**config.mk**
```make
export PLATFORM = sky130hd
export DESIGN_NAME = ft245_tx_arbiter
export DESIGN_NICKNAME = d
export VERILOG_FILES = /design/src/rtl/ft245_tx_arbiter.sv
export SDC_FILE = /design/constraint.sdc
export NUM_CORES = 1
export LEC_CHECK = 0
export ABC_AREA = 1
export BUFFER_PORTS_ARGS = -buffer_cell sky130_fd_sc_hd__buf_2
export CAP_MARGIN = 20
export CORE_MARGIN = 5
export CORE_UTILIZATION = 42
export CTS_CLUSTER_DIAMETER = 100
export DETAILED_ROUTE_END_ITERATION = 8
export GPL_TIMING_DRIVEN = 0
export PLACE_DENSITY = 0.87
export SLEW_MARGIN = 20
export SYNTH_ARGS = -nofsm -noshare
export SYNTH_HDL_FRONTEND = slang
export SYNTH_SLANG_ARGS = --single-unit
```
**constraint.sdc**
```tcl
create_clock -name clk -period 1.7 [get_ports clk]
set_clock_uncertainty 0.2 [all_clocks]
set_input_delay 0.085 -clock clk [delete_from_list [all_inputs] [get_ports clk]]
set_output_delay 0.085 -clock clk [all_outputs]
set_load 0.03 [all_outputs]
```
**src/rtl/ft245_tx_arbiter.sv**
```systemverilog
// ft245_tx_arbiter: packet-granular round-robin mux of two 16-bit sources onto the FT245 TX stream.
// Latency: 1 grant cycle + 1 header cycle, then payload passes combinationally from the granted source.
// Backpressure: m_rdy reaches only the granted source; the header is held until m_rdy; rst blocks all handshakes.
module ft245_tx_arbiter #(
    parameter logic [7:0]  HDR_MAGIC = 8'hA5,
    parameter int unsigned MAX_BURST = 256
) (
    input  logic        clk,
    input  logic        rst,
    input  logic        s0_val,
    output logic        s0_rdy,
    input  logic [15:0] s0_data,
    input  logic        s0_last,
    input  logic        s1_val,
    output logic        s1_rdy,
    input  logic [15:0] s1_data,
    input  logic        s1_last,
    output logic        m_val,
    input  logic        m_rdy,
    output logic [15:0] m_data,
    output logic [1:0]  grant,
    output logic        busy
);

    typedef enum logic [1:0] {
        ST_IDLE = 2'd0,
        ST_HDR  = 2'd1,
        ST_DATA = 2'd2
    } state_t;

    localparam logic [11:0] LP_CNT_LAST = 12'(MAX_BURST - 1);

    state_t      r_state;
    state_t      w_state_nxt;
    logic        r_src;
    logic        w_src_nxt;
    logic        r_rr;
    logic        w_rr_nxt;
    logic [11:0] r_cnt;
    logic [11:0] w_cnt_nxt;
    logic [1:0]  r_grant;
    logic        r_busy;

    logic        w_g_val;
    logic        w_g_last;
    logic [15:0] w_g_data;
    logic        w_beat;
    logic        w_m_val;
    logic [15:0] w_m_data;
    logic        w_s0_rdy;
    logic        w_s1_rdy;

    assign w_g_val  = r_src ? s1_val  : s0_val;
    assign w_g_last = r_src ? s1_last : s0_last;
    assign w_g_data = r_src ? s1_data : s0_data;
    assign w_beat   = (r_state == ST_DATA) && w_g_val && m_rdy;

    always_comb begin
        w_state_nxt = r_state;
        w_src_nxt   = r_src;
        w_rr_nxt    = r_rr;
        w_cnt_nxt   = r_cnt;
        w_m_val     = 1'b0;
        w_m_data    = 16'h0000;
        w_s0_rdy    = 1'b0;
        w_s1_rdy    = 1'b0;
        case (r_state)
            ST_IDLE: begin
                if (s0_val || s1_val) begin
                    // r_rr names the source to prefer when both are asking
                    w_src_nxt   = (s0_val && s1_val) ? r_rr : s1_val;
                    w_state_nxt = ST_HDR;
                end
            end
            ST_HDR: begin
                w_m_val  = 1'b1;
                w_m_data = {HDR_MAGIC, 7'b0000000, r_src};
                if (m_rdy) begin
                    w_cnt_nxt   = 12'd0;
                    w_state_nxt = ST_DATA;
                end
            end
            ST_DATA: begin
                w_m_val  = w_g_val;
                w_m_data = w_g_data;
                w_s0_rdy = ~r_src & m_rdy;
                w_s1_rdy = r_src & m_rdy;
                if (w_beat) begin
                    if (w_g_last || (r_cnt == LP_CNT_LAST)) begin
                        w_cnt_nxt   = 12'd0;
                        w_rr_nxt    = ~r_src;
                        w_state_nxt = ST_IDLE;
                    end else begin
                        w_cnt_nxt = r_cnt + 12'd1;
                    end
                end
            end
            default: begin
                w_state_nxt = ST_IDLE;
            end
        endcase
    end

    always_ff @(posedge clk) begin
        if (rst) begin
            r_state <= ST_IDLE;
            r_src   <= 1'b0;
            r_rr    <= 1'b0;
            r_cnt   <= 12'd0;
            r_grant <= 2'b00;
            r_busy  <= 1'b0;
        end else begin
            r_state <= w_state_nxt;
            r_src   <= w_src_nxt;
            r_rr    <= w_rr_nxt;
            r_cnt   <= w_cnt_nxt;
            r_grant <= (w_state_nxt == ST_IDLE) ? 2'b00 : (w_src_nxt ? 2'b10 : 2'b01);
            r_busy  <= (w_state_nxt != ST_IDLE);
        end
    end

    // Gating with rst keeps a beat from being consumed on the reset edge itself.
    assign m_val  = w_m_val & ~rst;
    assign m_data = w_m_data;
    assign s0_rdy = w_s0_rdy & ~rst;
    assign s1_rdy = w_s1_rdy & ~rst;
    assign grant  = r_grant;
    assign busy   = r_busy;

endmodule

```
==> summary.md, run 1 <==
| Metric | Value |
|---|---|
| Status | finished with violations |
| Failing checks | negative setup slack |
| HP Class | in -> reg |
| Pwr Density | 615 nW/um2 |
| Setup TNS Final | -7.70 ns |
| Main combinational cell family by area after synthesis | simple AND/OR/NAND/NOR gates |
| RSZ-0062 raised after global routing | true |
| Crit path launch type | flip-flop |
| DRT iter0 DRCs | 206 |
| Max Slew Vio Count | 0 |
| Pre-CTS WS | -0.200 ns |
| Final hold violation count | 0 |
| Synth Cell Area | 1310 um2 |
| Die H | 65.9 um |
| Register area share after synthesis | 29.0% |
| Compound-Gate Fraction of Synth Area | 11.0% |
| Max Cap Viol | 0 |
| Synthesis Warnings | 0 |
| Most common cell after layout, fill and taps aside | buf_2 |
| CP Class | reg -> out |
| # diodes | 0 |
| Share of layout cells above drive strength 1 | 51.4% |
| Post-DP Area | 1800 um2 |
| Final setup vio count | 37 |
| Initial antenna violation count | 0 |
| VDD IR max | 0.474 mV |
| Clock Tree Root | clkbuf_4 |
| Post-synthesis mux area share | 0% |
| Nets@finish | 341 |
| Floorplan core area | 3030 um2 |
| Tcrit/Tclk final | 121% |
| Synth Area in Adders | 4.76% |
| Critical path endpoint category | primary output |
| Seq cells post-synth | 19 |
| Slew margin rel. | 73.3% |
| Die Span X | 65.9 um |
| Drt drc | 0 |
| Pre-antenna DRT Iters | 5 |
| Vias per std cell | 5.85 |
| Post-synthesis xor/xnor area fraction | 2.00% |
| Avg WL per Cell | 19.6 um |
| IO Pins | 61 |
| Clk sinks | 19 |
| Starting density of the core | 43.4% |
| Crit path top cell by count | nand2_2 |
| CP Max Fanout | 7 |
| Antenna Violating Nets Remaining | 0 |
| Fin area | 2350 um2 |
| Average size of a mapped cell | 5.97 um2 |
| Worst-path clk slew | 0.14 ns |
| Most frequent cells in the layout | 40 x buf_2, 36 x nand2_1, 35 x nor2_1 |
| Gr usage total | 26.3% |
| GPL Wtd Cong | 0.879 |
| Max Fclk | 0.485 GHz |
| CTS Buffer Depth | 2 |
| Num CTS Buffers | 3 |
| Worst path max stage delay | 0.41 ns |
| Post-Syn Instances | 220 |
| PortBufs | 59 |
| Lkg Pwr | 1.12 nW |
| WHS | 0.0321 ns |
| Num rows | 20 |
| Total grt overflow | 0 |
| Vias in the first global route | 1885 |
| Dpl cells | 323 |
| Detailed-route via count | 1990 |
| Die area | 4350 um2 |
| Cell Chain, Critical Path | inv_4, ha_4, nand2_2, inv_4, nand2_2, nand2_2, o211ai_1, inv_1, buf_6 |
| PnR worst setup slack | -0.361 ns |
| Post-Synth Simple-Gate Area | 41.2% |
| Worst Tran Pin Value | 0.401 ns |
| Yosys cell types | 25 |
| CP Data Arrival Time | 1.78 ns |
| DP HPWL | 2.88 mm |
| H-tree depth | 1 |
| Final WL | 6.68 mm |
| Largest net degree at the start of global routing | 13 |
| Mapped Nets | 264 |
| Area grow syn2layout | 79.0% |
| Period minus WS final | 2.06 ns |
| Req. time, crit path | 1.41 ns |
| First-pass GRT wire length | 8.82 mm |
| Crit path max-delay cell type | dfxtp_4 |
| Clock latency on the worst-skew pair | 0.34 ns |
| TritonCTS clock tree | yes |
| Layout Cells excl Fill | 340 |
==> stage by stage <==
step	total power, W	utilization, %
2_1_floorplan	0.000787	-
3_3_place_gp	0.000899	59.5
3_5_place_dp	0.000909	59.5
4_1_cts	0.00130	72.1
5_1_grt	0.00150	77.6
6_report	0.00145	77.6
==> power breakdown <==
group	total [W]	switching (W)	internal (W)
clock	0.000266	0.000176	0.0000904
sequential	0.000493	0.0000236	0.000470
combinational	0.000686	0.000430	0.000256
total	0.00145	0.000630	0.000816
==> cells by family after synthesis <==
group | Yosys count
buffers and inverters | 40
XOR/XNOR | 3
AO/OA/AOI/OAI | 25
AND/OR/NAND/NOR | 128
adder cells (fa/ha/maj) | 5
flip-flops | 19
==> flip-flops by register name (all words and copies together), names as in the netlist <==
signal	count
r_src	1
r_cnt	12
r_state	2
r_rr	1
grant	2
busy	1
==> per-layer routing <==
metal	routed length (um)	up-vias	track usage, %
met1	2230	905	26.4
met4	564	0	15.7
met3	579	61	5.61
met2	3310	180	49.1
met5	0	-	0
li1	-	844	-
==> worst paths after layout <==
kind	startpoint	to	slack, ns	cells past startpoint
hold reg to reg	r_cnt[5]	r_cnt[5]	0.31	2
setup reg to reg	r_state[0]	r_cnt[7]	-0.31	11
setup / recovery	r_state[0]	m_val	-0.36	9
hold / removal	s1_val	grant[1]	0.03	4
==> cell type report <==
cell class              instances  area [um2]
clock inverters                 1        7.51
clock buffers                   3        22.5
repair buffers                 72         528
inverters                      35         149
fillers                       169         677
plain buffers                   4        30.0
multi-input cells             162        1160
well taps                      44        55.1
flip-flops and latches         19         394
==> critical path: cells and delay by family (launching register included) <==
kind,cells,cell delay (ns)
compound gates,1,0.23
flops,1,0.41
fa+ha+maj,1,0.17
simple gates,3,0.23
buf+inv,4,0.38
==> Yosys cell counts <==
cell type	n	area, um2
a21oi_1	14	70.1
a22o_1	1	8.76
a31o_2	1	8.76
buf_6	1	11.3
clkbuf_1	4	15.0
dfxtp_1	19	380
ha_1	5	62.6
inv_1	33	124
inv_2	2	7.51
nand2_1	53	199
nand2_2	4	25.0
nand3_1	11	55.1
nand4_1	1	6.26
nor2_1	40	150
nor2_4	1	11.3
nor3_1	15	75.1
nor3b_1	1	7.51
nor4_1	1	6.26
o211ai_1	1	7.51
o21a_1	1	7.51
o21ai_0	3	15.0
o21ai_1	2	10.0
o21ai_2	2	17.5
or2_2	1	6.26
xor2_1	3	26.3
==> what timing repair did <==
item / 4_1_cts / 5_1_grt
gates resized for setup: 83 / 45
setup endpoints to repair: 37 / 37
hold buffers: 2 / 0
buffers inserted: 5 / 5
pin swaps: 25 / 14
hold endpoints to repair: 5 / 0
cloned: 2 / 0
Note: power is estimated with default switching activity, not from simulation.
==> run 2: changes to the inputs <==
- ABC_AREA: 1 -> default
- CORE_UTILIZATION: 42 -> 43
- CTS_CLUSTER_SIZE: default -> 10
==> summary.md, run 2 <==
| Metric | Value |
|---|---|
| Status | finished with violations |
| Failing checks | negative setup slack |
| Tcrit/Tclk final | 136% (+15 points) |
| WP buf/inv | 2 (-2) |
| Dominant cells by area after synthesis | dfxtp_1 27%, mux2i_1 10%, nor2_1 4.5% |
| Die Span X | 67.2 um (+1.9%) |
| Final hold violation count | 0 (unchanged) |
| Detailed-route via count | 2070 (+4.0%) |
| Post-DP Area | 1900 um2 (+5.3%) |
| Register share of total power | 27.6% (-6.5 points) |
| Antenna Violating Nets Remaining | 0 (unchanged) |
| Floorplan core area | 3100 um2 (+2.5%) |
| Die area | 4520 um2 (+3.9%) |
| Clock latency on the worst-skew pair | 0.30 ns (-0.04 ns) |
| IO Pins | 61 (unchanged) |
| Cell Chain, Critical Path | ha_1, nand3_2, or3_1, buf_6, buf_4, a21oi_4, nor3_1 |
| Seq cells post-synth | 19 (unchanged) |
| Wire length on met2 | 3.56 mm (+7.7%) |
| Final WL | 8.09 mm (+21%) |
| CP Data Arrival Time | 2.28 ns (+0.50 ns) |
| Clk sinks | 19 (unchanged) |
| Switching share of power | 40.9% (-2.6 points) |
| RSZ-0062 raised after global routing | true |
| Post-Syn Instances | 168 (-24%) |
| Drt drc | 0 (unchanged) |
| Mapped Nets | 212 (-20%) |
| Yosys cell types | 44 (+76%) |
| Period minus WS final | 2.32 ns (+0.258 ns) |
| Pre-antenna DRT Iters | 7 (+2) |
| Gr usage total | 23.6% (-2.7 points) |
| Most frequent cells in the layout | 41 x buf_2, 29 x buf_6, 15 x buf_4 |
| Req. time, crit path | 1.66 ns (+0.25 ns) |
| Largest net degree at the start of global routing | 12 (-1) |
| Worst path max stage delay | 0.40 ns (about the same) |
| Internal power | 0.00105 W (+29%) |
| Most numerous cell in the Yosys netlist | dfxtp_1 |
| Reg2Reg Capture Point | r_cnt[6] |
| Initial antenna violation count | 0 (unchanged) |
| Largest Register | r_cnt |
| Max Slew Vio Count | 0 (unchanged) |
| Synth top cells by count | 19 x dfxtp_1, 17 x nor2_1, 14 x mux2i_1 |
| Total power | 0.00178 W (+23%) |
| Predominant post-synthesis flop cell | dfxtp_1 |
| FF-to-FF path depth | 7 (-4) |
| TritonCTS clock tree | yes |
| Reg2Reg Setup Slack | -0.62 ns (-0.31 ns) |
| Cell taking the most area after synthesis | dfxtp_1 |
| PnR worst setup slack | -0.619 ns (-0.258 ns) |
| Hold path start | s1_val |
| H-tree depth | 1 (unchanged) |
| Lkg Pwr | 1.05 nW (-6.4%) |
| CP Class | reg -> reg |
| Async SR Flop Fraction | 0% (unchanged) |
| Top layer in use | met4 |
| CP top delay family | simple AND/OR/NAND/NOR gates |
| Most common cell after layout, fill and taps aside | buf_2 |
| Pre-CTS WS | -0.496 ns (-0.297 ns) |
| R2R Path Start | r_cnt[0] |
| Total grt overflow | 0 (unchanged) |
| Average size of a mapped cell | 8.38 um2 (+40%) |
| DRT iter0 DRCs | 342 (+66%) |
| Max FFs per register | 12 (unchanged) |
| Area grow syn2layout | 100% |
| Avg WL per Cell | 26.3 um (+34%) |
| Vias in the first global route | 1731 (-8.2%) |
| Num rows | 20 (unchanged) |
| Crit path max-delay cell type | dfxtp_2 |
| Critical path endpoint category | flip-flop |
| Clock Tree Root | clkbuf_4 |
| Max Fclk | 0.431 GHz (-11%) |
| Max Cap Viol | 0 (unchanged) |
| Worst hold stages | 4 (unchanged) |
| Switching power | 0.000729 W (+16%) |
| Worst Tran Pin Value | 0.768 ns (+0.367 ns) |
| EDFF count, synth | 0 (unchanged) |
| Final setup vio count | 37 (unchanged) |
| VDD IR max | 0.429 mV (-9.4%) |
| Met1 WL | 2.90 mm (+30%) |
| WL met3 | 1.06 mm (+83%) |
| Pwr Density | 632 nW/um2 (+2.8%) |
| Share of layout cells above drive strength 1 | 64.0% (+13 points) |
| Register area share after synthesis | 27.0% (-1.9 points) |
| WHS Endpoint | r_src |
| Combinational share of power | 58.6% (+11 points) |
| CP Max Fanout | 8 (+1) |
| HP Class | in -> reg |
| Vias per std cell | 6.72 (+15%) |
| Nets@finish | 309 (-9.4%) |
| CTS Buffer Depth | 2 (unchanged) |
| GPL Wtd Cong | 0.811 (-7.7%) |
| Synthesis Warnings | 0 (unchanged) |
| Worst-path clk slew | 0.12 ns (-0.02 ns) |
| Fin area | 2820 um2 (+20%) |
| Die H | 67.2 um (+1.9%) |
| Starting density of the core | 45.4% (+2.0 points) |
| Num CTS Buffers | 3 (unchanged) |
| Clock power frac | 13.8% (-4.6 points) |
| Synth Cell Area | 1410 um2 (+7.1%) |
| Slew margin rel. | 47.5% (-26 points) |
| Yosys top cell area share | 27.0% (-1.9 points) |
| Crit path launch type | flip-flop |
| Post-layout util | 90.8% (+13 points) |
| DP HPWL | 3.08 mm (+6.9%) |
| PortBufs | 60 (+1.7%) |
| First-pass GRT wire length | 8.20 mm (-7.0%) |
| # diodes | 0 (unchanged) |
==> run 2: cell types whose count changed after synthesis, moves of 8 or more <==
cell / delta
nand2_1: -45
nor2_1: -23
mux2i_1: +14
nand3_1: -8
inv_1: -28
==> run 2: final cells by class <==
type / instances / area [um2]
tap: 44 / 55.1
buffer: 9 / 126
clock buffer: 4 / 26.3
inverter: 5 / 21.3
multi-input combinational: 136 / 1430
fill: 128 / 285
sequential: 19 / 394
timing repair buffer: 91 / 761
==> run 2: cell families after synthesis <==
logic type | share of synthesized area, %
and+or+nand+nor | 25.2
AOI/OAI and AO/OA | 20.5
muxes | 14.8
DFF | 27.0
buffers and inverters | 4.36
xor gates and xnor gates | 3.73
adders and majority gates | 4.44
==> run 2: worst max path at each step <==
stage          slack [ns]    endpoint  depth (start not counted)  startpoint
6_report            -0.62    r_cnt[6]                          7    r_cnt[0]
5_1_grt             -0.67  r_state[1]                          6    r_cnt[0]
4_1_cts             -0.46        r_rr                          5    r_cnt[8]
3_5_place_dp        -0.50        r_rr                          6    r_cnt[0]
3_3_place_gp        -0.46  r_state[0]                          6    r_cnt[0]
2_1_floorplan       -0.38        r_rr                          5    r_cnt[8]
==> run 2: power groups by stage <==
stage | combinational, W | sequential, W | clock [W]
after CTS | 0.000737 | 0.000489 | 0.000230
after global routing | 0.00108 | 0.000495 | 0.000253
after global placement | 0.000531 | 0.000492 | 0
after detailed placement | 0.000538 | 0.000494 | 0
after floorplan | 0.000372 | 0.000522 | 0
final | 0.00104 | 0.000492 | 0.000246
==> run 2: timing repair <==
item / in CTS / in global routing
setup endpoints to repair: 37 / 37
pin swaps: 4 / 19
hold endpoints to repair: 4 / 0
resized for setup: 60 / 83
setup buffers: 11 / 15
hold buffers: 2 / 0
gates cloned: 2 / 2
==> run 2: worst register-to-register path, delay by kind of cell (launching register included) <==
kind / cells / cell delay (ns)
AOI/OAI and AO/OA: 1 / 0.32
and+or+nand+nor: 3 / 0.71
buffers and inverters: 2 / 0.31
adders and majority gates: 1 / 0.25
DFF: 1 / 0.40
==> run 2: through the flow <==
step	TNS (ns)	hold slack, ns	cells
4_1_cts	-10.09	0.0275	291
5_1_grt	-16.30	0.0878	308
2_1_floorplan	-3.92	0.0837	168
3_5_place_dp	-10.15	0.225	272
6_report	-15.07	0.0865	308
3_3_place_gp	-8.71	0.225	272
==> run 2: per-layer routing <==
| metal | vias up | global-route usage, % |
|---|---|---|
| met2 | 234 | 40.5 |
| li1 | 820 | - |
| met4 | 0 | 8.35 |
| met3 | 73 | 5.16 |
| met1 | 943 | 28.8 |
| met5 | - | 0 |
